`src/rtl/mdio_phy_responder.sv`:
```
// mdio_phy_responder: Clause-22 MDIO management responder (PHY side).
// Oversamples MDC on clk_rmii, decodes read/write frames addressed to PHY_ADDR
// and serves a small PHY register file (BMCR, BMSR, PHYIDR1/2, ANAR).
//
// Optional build macro: MDIO_PREAMBLE_SUPPRESS_EN
//   defined   -> a frame start is accepted after >=1 sampled preamble one, BMSR[6]=1
//   undefined -> PRE_LEN consecutive ones are required, BMSR[6]=0
//
// Ports:
//   clk_rmii   in   RMII clock, all logic on its rising edge
//   rstn       in   synchronous active-low reset
//   mdc        in   MDC from the MAC (asynchronous, synchronised here)
//   mdio_i     in   MDIO line input (asynchronous, synchronised here)
//   mdio_o     out  MDIO output data
//   mdio_oe    out  MDIO output enable (1 = responder drives the line)
//   link_up    in   link status, reflected in BMSR[2]
//   phy_reset  out  one-cycle pulse on a write of BMCR[15]=1
//   loopback   out  BMCR[14]
//   wr_strobe  out  one-cycle pulse on every accepted write to this PHY
module mdio_phy_responder #(
  parameter logic [4:0]  PHY_ADDR = 5'd1,
  parameter logic [15:0] PHY_ID1  = 16'h0007,
  parameter logic [15:0] PHY_ID2  = 16'hC0F1,
  parameter int unsigned PRE_LEN  = 32
) (
  input  logic clk_rmii,
  input  logic rstn,
  input  logic mdc,
  input  logic mdio_i,
  output logic mdio_o,
  output logic mdio_oe,
  input  logic link_up,
  output logic phy_reset,
  output logic loopback,
  output logic wr_strobe
);

  // Counter serves both the preamble count and the in-field bit index (max 15).
  localparam int unsigned CNT_W = ($clog2(PRE_LEN + 1) > 4) ? $clog2(PRE_LEN + 1) : 4;

`ifdef MDIO_PREAMBLE_SUPPRESS_EN
  localparam int unsigned PRE_MIN = 1;
  localparam logic        PS_BIT  = 1'b1;
`else
  localparam int unsigned PRE_MIN = PRE_LEN;
  localparam logic        PS_BIT  = 1'b0;
`endif

  localparam logic [2:0] S_IDLE  = 3'd0;
  localparam logic [2:0] S_ST2   = 3'd1;
  localparam logic [2:0] S_OP    = 3'd2;
  localparam logic [2:0] S_PHYAD = 3'd3;
  localparam logic [2:0] S_REGAD = 3'd4;
  localparam logic [2:0] S_TA1   = 3'd5;
  localparam logic [2:0] S_TA2   = 3'd6;
  localparam logic [2:0] S_DATA  = 3'd7;

  // Input synchronisers and MDC edge detect
  logic mdc_m, mdc_s, mdc_q;
  logic mdio_m, mdio_s;
  logic rise;

  always_ff @(posedge clk_rmii) begin
    if (!rstn) begin
      mdc_m  <= 1'b0;
      mdc_s  <= 1'b0;
      mdc_q  <= 1'b0;
      mdio_m <= 1'b0;
      mdio_s <= 1'b0;
    end else begin
      mdc_m  <= mdc;
      mdc_s  <= mdc_m;
      mdc_q  <= mdc_s;
      mdio_m <= mdio_i;
      mdio_s <= mdio_m;
    end
  end

  assign rise = mdc_s & ~mdc_q;

  logic [2:0]       state_q, state_d;
  logic [CNT_W-1:0] cnt_q, cnt_d;
  logic             op_first_q, op_first_d;
  logic             is_read_q, is_read_d;
  logic [4:0]       phyad_q, phyad_d;
  logic [4:0]       regad_q, regad_d;
  logic [15:0]      sh_q, sh_d;
  logic             mdio_o_q, mdio_o_d;
  logic             mdio_oe_q, mdio_oe_d;
  logic             lb_q, lb_d;
  logic             b13_q, b13_d;
  logic             b12_q, b12_d;
  logic             b8_q, b8_d;
  logic [10:0]      anar_q, anar_d;
  logic             wr_strobe_q, wr_strobe_d;
  logic             phy_reset_q, phy_reset_d;
  logic             match;
  logic [15:0]      rdata;
  logic [15:0]      wdata;

  assign match = (phyad_q == PHY_ADDR);

  // Register file read view
  always_comb begin
    rdata = 16'h0000;
    case (regad_q)
      5'd0:    rdata = {1'b0, lb_q, b13_q, b12_q, 3'b000, b8_q, 8'h00};
      5'd1:    rdata = 16'h7809 | {13'd0, link_up, 2'b00} | {9'd0, PS_BIT, 6'd0};
      5'd2:    rdata = PHY_ID1;
      5'd3:    rdata = PHY_ID2;
      5'd4:    rdata = {anar_q, 5'b00001};
      default: rdata = 16'h0000;
    endcase
  end

  // Frame decoder: next state and next value of every register
  always_comb begin
    state_d     = state_q;
    cnt_d       = cnt_q;
    op_first_d  = op_first_q;
    is_read_d   = is_read_q;
    phyad_d     = phyad_q;
    regad_d     = regad_q;
    sh_d        = sh_q;
    mdio_o_d    = mdio_o_q;
    mdio_oe_d   = mdio_oe_q;
    lb_d        = lb_q;
    b13_d       = b13_q;
    b12_d       = b12_q;
    b8_d        = b8_q;
    anar_d      = anar_q;
    wr_strobe_d = 1'b0;
    phy_reset_d = 1'b0;
    wdata       = {sh_q[14:0], mdio_s};

    if (rise) begin
      case (state_q)
        S_IDLE: begin
          if (mdio_s) begin
            if (cnt_q < CNT_W'(PRE_LEN)) cnt_d = cnt_q + CNT_W'(1);
          end else begin
            // A zero is the first start bit only after enough preamble
            if (cnt_q >= CNT_W'(PRE_MIN)) state_d = S_ST2;
            cnt_d = '0;
          end
        end
        S_ST2: begin
          state_d = mdio_s ? S_OP : S_IDLE;
          cnt_d   = '0;
        end
        S_OP: begin
          if (cnt_q == '0) begin
            op_first_d = mdio_s;
            cnt_d      = CNT_W'(1);
          end else begin
            cnt_d = '0;
            // 10 = read, 01 = write; 00/11 abandon the frame
            if (op_first_q != mdio_s) begin
              is_read_d = op_first_q;
              state_d   = S_PHYAD;
            end else begin
              state_d = S_IDLE;
            end
          end
        end
        S_PHYAD: begin
          phyad_d = {phyad_q[3:0], mdio_s};
          if (cnt_q == CNT_W'(4)) begin
            cnt_d   = '0;
            state_d = S_REGAD;
          end else begin
            cnt_d = cnt_q + CNT_W'(1);
          end
        end
        S_REGAD: begin
          regad_d = {regad_q[3:0], mdio_s};
          if (cnt_q == CNT_W'(4)) begin
            cnt_d   = '0;
            state_d = S_TA1;
          end else begin
            cnt_d = cnt_q + CNT_W'(1);
          end
        end
        S_TA1: begin
          state_d = S_TA2;
          // Snapshot read data now so the whole word is coherent
          if (is_read_q && match) begin
            mdio_oe_d = 1'b1;
            mdio_o_d  = 1'b0;
            sh_d      = rdata;
          end
        end
        S_TA2: begin
          state_d = S_DATA;
          cnt_d   = '0;
          if (is_read_q && match) begin
            mdio_o_d = sh_q[15];
            sh_d     = {sh_q[14:0], 1'b0};
          end
        end
        S_DATA: begin
          if (is_read_q) begin
            if (match) begin
              if (cnt_q == CNT_W'(15)) begin
                mdio_oe_d = 1'b0;
                mdio_o_d  = 1'b0;
              end else begin
                mdio_o_d = sh_q[15];
                sh_d     = {sh_q[14:0], 1'b0};
              end
            end
          end else begin
            sh_d = wdata;
            if (match && cnt_q == CNT_W'(15)) begin
              wr_strobe_d = 1'b1;
              case (regad_q)
                5'd0: begin
                  if (wdata[15]) begin
                    // Soft reset: pulse and restore BMCR defaults
                    phy_reset_d = 1'b1;
                    lb_d        = 1'b0;
                    b13_d       = 1'b1;
                    b12_d       = 1'b1;
                    b8_d        = 1'b1;
                  end else begin
                    lb_d  = wdata[14];
                    b13_d = wdata[13];
                    b12_d = wdata[12];
                    b8_d  = wdata[8];
                  end
                end
                5'd4:    anar_d = wdata[15:5];
                default: ;
              endcase
            end
          end
          if (cnt_q == CNT_W'(15)) begin
            state_d = S_IDLE;
            cnt_d   = '0;
          end else begin
            cnt_d = cnt_q + CNT_W'(1);
          end
        end
        default: begin
          state_d = S_IDLE;
          cnt_d   = '0;
        end
      endcase
    end
  end

  // State and datapath registers
  always_ff @(posedge clk_rmii) begin
    if (!rstn) begin
      state_q     <= S_IDLE;
      cnt_q       <= '0;
      op_first_q  <= 1'b0;
      is_read_q   <= 1'b0;
      phyad_q     <= 5'd0;
      regad_q     <= 5'd0;
      sh_q        <= 16'h0000;
      mdio_o_q    <= 1'b0;
      mdio_oe_q   <= 1'b0;
      lb_q        <= 1'b0;
      b13_q       <= 1'b1;
      b12_q       <= 1'b1;
      b8_q        <= 1'b1;
      anar_q      <= 11'h00F;
      wr_strobe_q <= 1'b0;
      phy_reset_q <= 1'b0;
    end else begin
      state_q     <= state_d;
      cnt_q       <= cnt_d;
      op_first_q  <= op_first_d;
      is_read_q   <= is_read_d;
      phyad_q     <= phyad_d;
      regad_q     <= regad_d;
      sh_q        <= sh_d;
      mdio_o_q    <= mdio_o_d;
      mdio_oe_q   <= mdio_oe_d;
      lb_q        <= lb_d;
      b13_q       <= b13_d;
      b12_q       <= b12_d;
      b8_q        <= b8_d;
      anar_q      <= anar_d;
      wr_strobe_q <= wr_strobe_d;
      phy_reset_q <= phy_reset_d;
    end
  end

  assign mdio_o    = mdio_o_q;
  assign mdio_oe   = mdio_oe_q;
  assign loopback  = lb_q;
  assign wr_strobe = wr_strobe_q;
  assign phy_reset = phy_reset_q;

endmodule

```
`config.mk`:
```
export PLATFORM = sky130hd
export DESIGN_NAME = mdio_phy_responder
export DESIGN_NICKNAME = d
export VERILOG_FILES = /design/src/rtl/mdio_phy_responder.sv
export SDC_FILE = /design/constraint.sdc
export NUM_CORES = 1
export LEC_CHECK = 0
export CAP_MARGIN = 20
export CORE_ASPECT_RATIO = 2
export CORE_MARGIN = 2
export CORE_UTILIZATION = 55
export CTS_CLUSTER_SIZE = 20
export DETAILED_ROUTE_END_ITERATION = 8
export DONT_BUFFER_PORTS = 1
export PLACE_DENSITY = 0.7
export SLEW_MARGIN = 40
export SYNTH_ARGS = -nofsm -noshare
export SYNTH_HDL_FRONTEND = slang
export SYNTH_SLANG_ARGS = --single-unit
```
`constraint.sdc`:
```
create_clock -name clk_rmii -period 4.6 [get_ports clk_rmii]
set_clock_uncertainty 0.2 [all_clocks]
set_input_delay 0.46 -clock clk_rmii [delete_from_list [all_inputs] [get_ports clk_rmii]]
set_output_delay 0.46 -clock clk_rmii [all_outputs]
set_load 0.005 [all_outputs]
```
# ---- Word-level counts from Yosys, hierarchy flattened
# Index checks and enable logic that the tools add are counted.
dict set report classes {
  n_addsub 1
  multipliers 0
  div_mod_pow 0
  magnitude_cmp 2
  eq_ne 28
  n_shift 0
  mux 39
  bitwise 9
  reduce_logical 23
}
# operator n
set op_table {}
lappend op_table {{two-way mux 16 bit} 5}
lappend op_table {{one-hot mux 16 bit (5 select lines)} 1}
lappend op_table {{one-hot mux 16 bit (3 select lines)} 1}
lappend op_table {{one-hot mux 6 bit (5 select lines)} 1}
lappend op_table {{two-way mux 6 bit} 4}
lappend op_table {{one-hot mux 3 bit (8 select lines)} 1}
lappend op_table {{inequality test 2 bit (second input constant)} 10}
lappend op_table {{two-way mux 3 bit} 6}
lappend op_table {{AND reduction 6 bit} 3}
lappend op_table {{two-way mux 1 bit} 16}
lappend op_table {{equality test 3 bit (second input constant)} 4}
lappend op_table {{equality test 5 x 1 -> 1 bit (second input constant)} 2}
lappend op_table {{equality test 5 x 2 -> 1 bit (second input constant)} 2}
lappend op_table {{AND reduction 5 bit} 2}
lappend op_table {{inequality test 3 bit (second input constant)} 3}
lappend op_table {{NOT 1 bit} 8}
lappend op_table {{AND reduction 7 bit} 1}
lappend op_table {{adder 6 x 1 -> 6 bit (second input constant)} 1}
lappend op_table {{equality test 3 x 2 -> 1 bit (second input constant)} 2}
lappend op_table {{equality test 6 x 3 -> 1 bit (second input constant)} 1}
lappend op_table {{equality test 6 x 4 -> 1 bit (second input constant)} 1}
lappend op_table {{greater-or-equal comparator 6 bit (second input constant)} 1}
lappend op_table {{zero test 6 bit} 1}
lappend op_table {{less-than comparator 6 bit (second input constant)} 1}
lappend op_table {{other kinds (19)} 24}
dict set report word_totals {
  regBits 61
  latch_bits 0
  mem_bits_rw 0
  mem_bits_ro 0
  output_inout_bits 5
  n_memories 0
}

# ---- Longest topological paths before layout
dict set report logic_depth {
  ltp_word 5
  mapped_depth 9
  mapped_depth_nobuf 7
}

# ---- Worst setup path after synthesis
# OpenSTA, ideal clock, no wires.
dict set report synth_path {
  path_kind {flip-flop to flip-flop}
  startpoint {register cnt_q[0]}
  endpoint {register state_q[0]}
  setup_time_ns 0.131
  t_arrival_ns 1.699
  t_required_ns 4.269
  setup_slack_ns 2.570
  stages_incl_launch_ff 8
  n_path_buf 0
  path_cell_list {dfxtp_1 inv_1 ha_1 or4b_4 o311ai_4 nor2_1 o311ai_1 o41ai_1}
}
dict set report synth_via {
  elab_chain_cells 3
}
# item line
set synth_rtl {}
lappend synth_rtl {{from (decl)} 82} ;# logic [CNT_W-1:0] cnt_q, cnt_d;
lappend synth_rtl {{from (signal assigned)} 273} ;# cnt_q <= cnt_d;
lappend synth_rtl {{greater-or-equal comparator 6 bit (tied with other cells)} 143} ;# if (cnt_q >= CNT_W'(PRE_MIN)) state_d = S_ST2;
lappend synth_rtl {{inequality test 2 bit (no line)} n/a}
lappend synth_rtl {{AND reduction 7 bit (no line) (*)} n/a}
lappend synth_rtl {{to (signal assigned)} 272} ;# state_q <= state_d;
lappend synth_rtl {{to (decl)} 81} ;# logic [2:0] state_q, state_d;
# Mark *: on every way between the ends. The rest lies on a longest branch, timed or not.
# A chain may end at the register's enable or synchronous reset.

# ---- Worst setup path in the final report
dict set report layout_path {
  startpoint {register state_q[2]}
  endpoint {register sh_q[12]}
}
dict set report layout_via {
  elab_chain_cells 3
}
# item line
set layout_rtl {}
lappend layout_rtl {{equality test 3 bit} 137} ;# case (state_q)
lappend layout_rtl {{inequality test 3 bit (no line) (tied with other cells)} n/a}
lappend layout_rtl {{AND reduction 6 bit (no line)} n/a}
lappend layout_rtl {{to (signal assigned)} 261} ;# sh_q <= 16'h0000;
lappend layout_rtl {{to (signal assigned)} 278} ;# sh_q <= sh_d;
lappend layout_rtl {{to (decl)} 87} ;# logic [15:0] sh_q, sh_d;
# Several ways; a longest one is shown, not always the timed one.

==> results.cfg <==
[power]
combPwrFrac_pct = 2.0
p_clk_share_pct = 49.6
pwr_density_cell_nw_per_um2 = 337
p_leak_nw = 1.15
power_w = 0.00110
ir_worst_vdd_uv = 342
intPower_w = 0.000870
seqPwrFrac_pct = 48.4
switching_share_pct = 21.0
p_switching_w = 0.000231

[die]
die_y_um = 110
die-width_um = 56.8
die_area_sq_um = 6220
io_pins = 10
core_sq_um = 5420
num_rows = 38
start_util_pct = 56.5

[synthesis]
yosysWarningCount = 0
syn_area_sq_um = 3060
synth_top_family_by_area = simple AND/OR/NAND/NOR gates
syn_area_per_cell_sq_um = 8.30
synth_cell_types = 59
syn-num-nets = 376
synth-simple-area-share_pct = 24.9
synth_edf_count = 0
synth_compound_area_share_pct = 22.1
synth_flop_cell = dfxtp_1
synthMuxAreaShare_pct = 6.90
synth-xor-area-share_pct = 0.286
synth-seq-area-share_pct = 39.9
syn-instance-count = 369
async_flop_share_pct = 0
synth_seq_cells = 61
synth_fa_ha_area_share_pct = 0.817

[global_routing]
use_met3_pct = 6.35
use_met1_pct = 25.9
gr-total-overflow = 0
met2_usage_pct = 48.3
grt_pass1_wl_um = 12600
first_global_vias = 2641
grt_start_max_net_pins = 44
grt_busiest_layer = met2
grt_usage_pct = 26.6
antenna_found_initial = 0

[critical_path]
crit_chain = inv_1 -> nor2_1 -> and2_1 -> and2_1 -> a311oi_1
max_stage_delay_ns = 0.76
slowest_stage = dfxtp_1
crit_arrival_ns = 2.85
cp_data_required_time_ns = 4.60
cp_common_cell = and2_1
cp-start-kind = register
path_max_fanout = 21
cp_top_family = simple AND/OR/NAND/NOR gates
cp-end-kind = register
worstSetupPathType = reg -> reg
critPathBufInv = 1

[place]
port_buffers = 0
gp_congestion = 0.883
pre_cts_ws_ns = 1.80
placed_cells = 406
hpwlAfterDp_um = 5250

[routing]
drc_errors = 0
vias = 2622
drtIter0Drc = 152
drt-total-wl_um = 7530
drtAntennaViolNets = 0
first_pass_iters = 4
via_per_inst = 6.20
wl_per_cell_um = 17.8

[cells_and_area]
fillers = 504
layout_common_cells = dfxtp_1 (61), nor2_1 (43), a21oi_1 (42)
synthToLayoutAreaGrowth_pct = 6.82
n_antenna_cell = 0
fin_cells = 423
drive_gt1_share_pct = 10.2
final_common_cell = dfxtp_1
nets = 365

[min_path]
hold_path_class = in -> reg

[timing]
hold_violations = 0
finalCriticalPeriod_ns = 2.85
rsz0062_at_grt = false
timing.slew.headroom_pct = 51.2
fmax_mhz = 351
fin_crit_sh_pct = 61.9
hold_ws_ns = 0.0197
finalSetupViolations = 0
setup_slack_ns = 1.75
drv_slew = 0
finalSetupTns_ns = 0
max_slew.worst_pin.slew_ns = 0.729

[clock_tree]
clock_sinks = 61
cts_buffers = 9
clk_latency_ns = 0.35
htreeDepth = 3
clkSlewWorstSetupHoldPaths_ns = 0.07
ctsResizeCount = 0
cts_setup_buffers = 0
cts_tree = built
clk_path_buf_depth = 2
clockRootBuffer = clkbuf_8

[run]
drv_cap = 0

[outcome]
status = finished, final reports clean
path summary, 6_finish.rpt:
kind | start | to | slack [ns] | depth (start not counted)
setup / recovery | state_q[2]$_SDFFE_PN0P_ | sh_q[12]$_SDFFE_PN0P_ | 1.75 | 5
hold reg to reg | mdc_m$_SDFF_PN0_ | mdc_s$_SDFF_PN0_ | 0.23 | 1
hold / removal | rstn | loopback$_SDFFE_PN0P_ | 0.02 | 2
setup reg to reg | state_q[2]$_SDFFE_PN0P_ | sh_q[12]$_SDFFE_PN0P_ | 1.75 | 5
per-stage QoR:
| step | utilization [%] | instance area [sq um] |
|---|---|---|
| 2_1_floorplan | - | 3060 |
| 3_3_place_gp | 55.9 | 3030 |
| 3_5_place_dp | 56.0 | 3040 |
| 4_1_cts | 60.4 | 3270 |
| 5_1_grt | 60.4 | 3270 |
| 6_report | 60.4 | 3270 |
layout make-up:
type,count,area [sq um],area share (%)
repair buffers,3,25.0,0.765
inverters,9,33.8,1.03
flip-flops and latches,61,1220,37.3
clock buffers,12,155,4.74
well taps,60,75.1,2.29
clock inverters,4,70.1,2.14
multi-input cells,274,1690,51.7
cell families (layout without fill, tap and decap cells):
logic type / Yosys count / in the layout
AND/OR/NAND/NOR: 147 / 147
AO/OA/AOI/OAI: 103 / 103
XOR/XNOR: 1 / 1
buffers and inverters: 34 / 28
flip-flops: 61 / 61
adder cells (fa/ha/maj): 2 / 2
multiplexers: 21 / 21
sequential cells by signal, indices dropped and copies added (netlist names):
| signal | flops |
|---|---|
| sh_q | 16 |
| anar_q | 11 |
| cnt_q | 6 |
| phyad_q | 5 |
| regad_q | 5 |
| state_q | 3 |
| b12_q | 1 |
| b13_q | 1 |
| b8_q | 1 |
| is_read_q | 1 |
| loopback | 1 |
| mdc_m | 1 |
| mdc_q | 1 |
| mdc_s | 1 |
| mdio_m | 1 |
| mdio_o | 1 |
| mdio_oe | 1 |
| mdio_s | 1 |
| op_first_q | 1 |
| phy_reset | 1 |
| wr_strobe | 1 |
power by group through the flow:
stage / sequential, W / clock, W / combinational, W
after floorplan: 0.000544 / 0 / 0.0000183
after global routing: 0.000533 / 0.000572 / 0.0000242
after detailed placement: 0.000545 / 0 / 0.0000205
after global placement: 0.000545 / 0 / 0.0000205
after CTS: 0.000533 / 0.000553 / 0.0000223
final: 0.000533 / 0.000546 / 0.0000221
metal layers:
layer	vias to the layer above	wire length (um)
li1	1295	-
met1	1241	2820
met2	55	4030
met3	31	248
met4	0	437
met5	-	0
what timing repair did:
action,4_1_cts,5_1_grt
endpoints found under the hold margin,7,0
endpoints found under the setup margin,0,0
hold buffers,1,0
worst reg2reg max path, delay by kind of cell (launching register included):
| family | cells | cell delay, ns |
|---|---|---|
| flops | 1 | 0.76 |
| buf+inv | 1 | 0.20 |
| compound gates | 1 | 0.18 |
| simple gates | 3 | 1.36 |
cells in the mapped netlist (8+ instances only):
cell,count,area [sq um]
a21oi_1,42,210
dfxtp_1,61,1220
inv_1,8,30.0
nor2_1,43,161
and2_1,9,56.3
a211oi_1,8,60.1
buf_2,8,40.0
o21ai_0,20,100
a311oi_1,9,78.8
nand2_1,38,143
clkbuf_1,14,52.6
mux2i_1,20,200
nand3_1,15,75.1
Note: power is estimated with default switching activity, not from simulation.
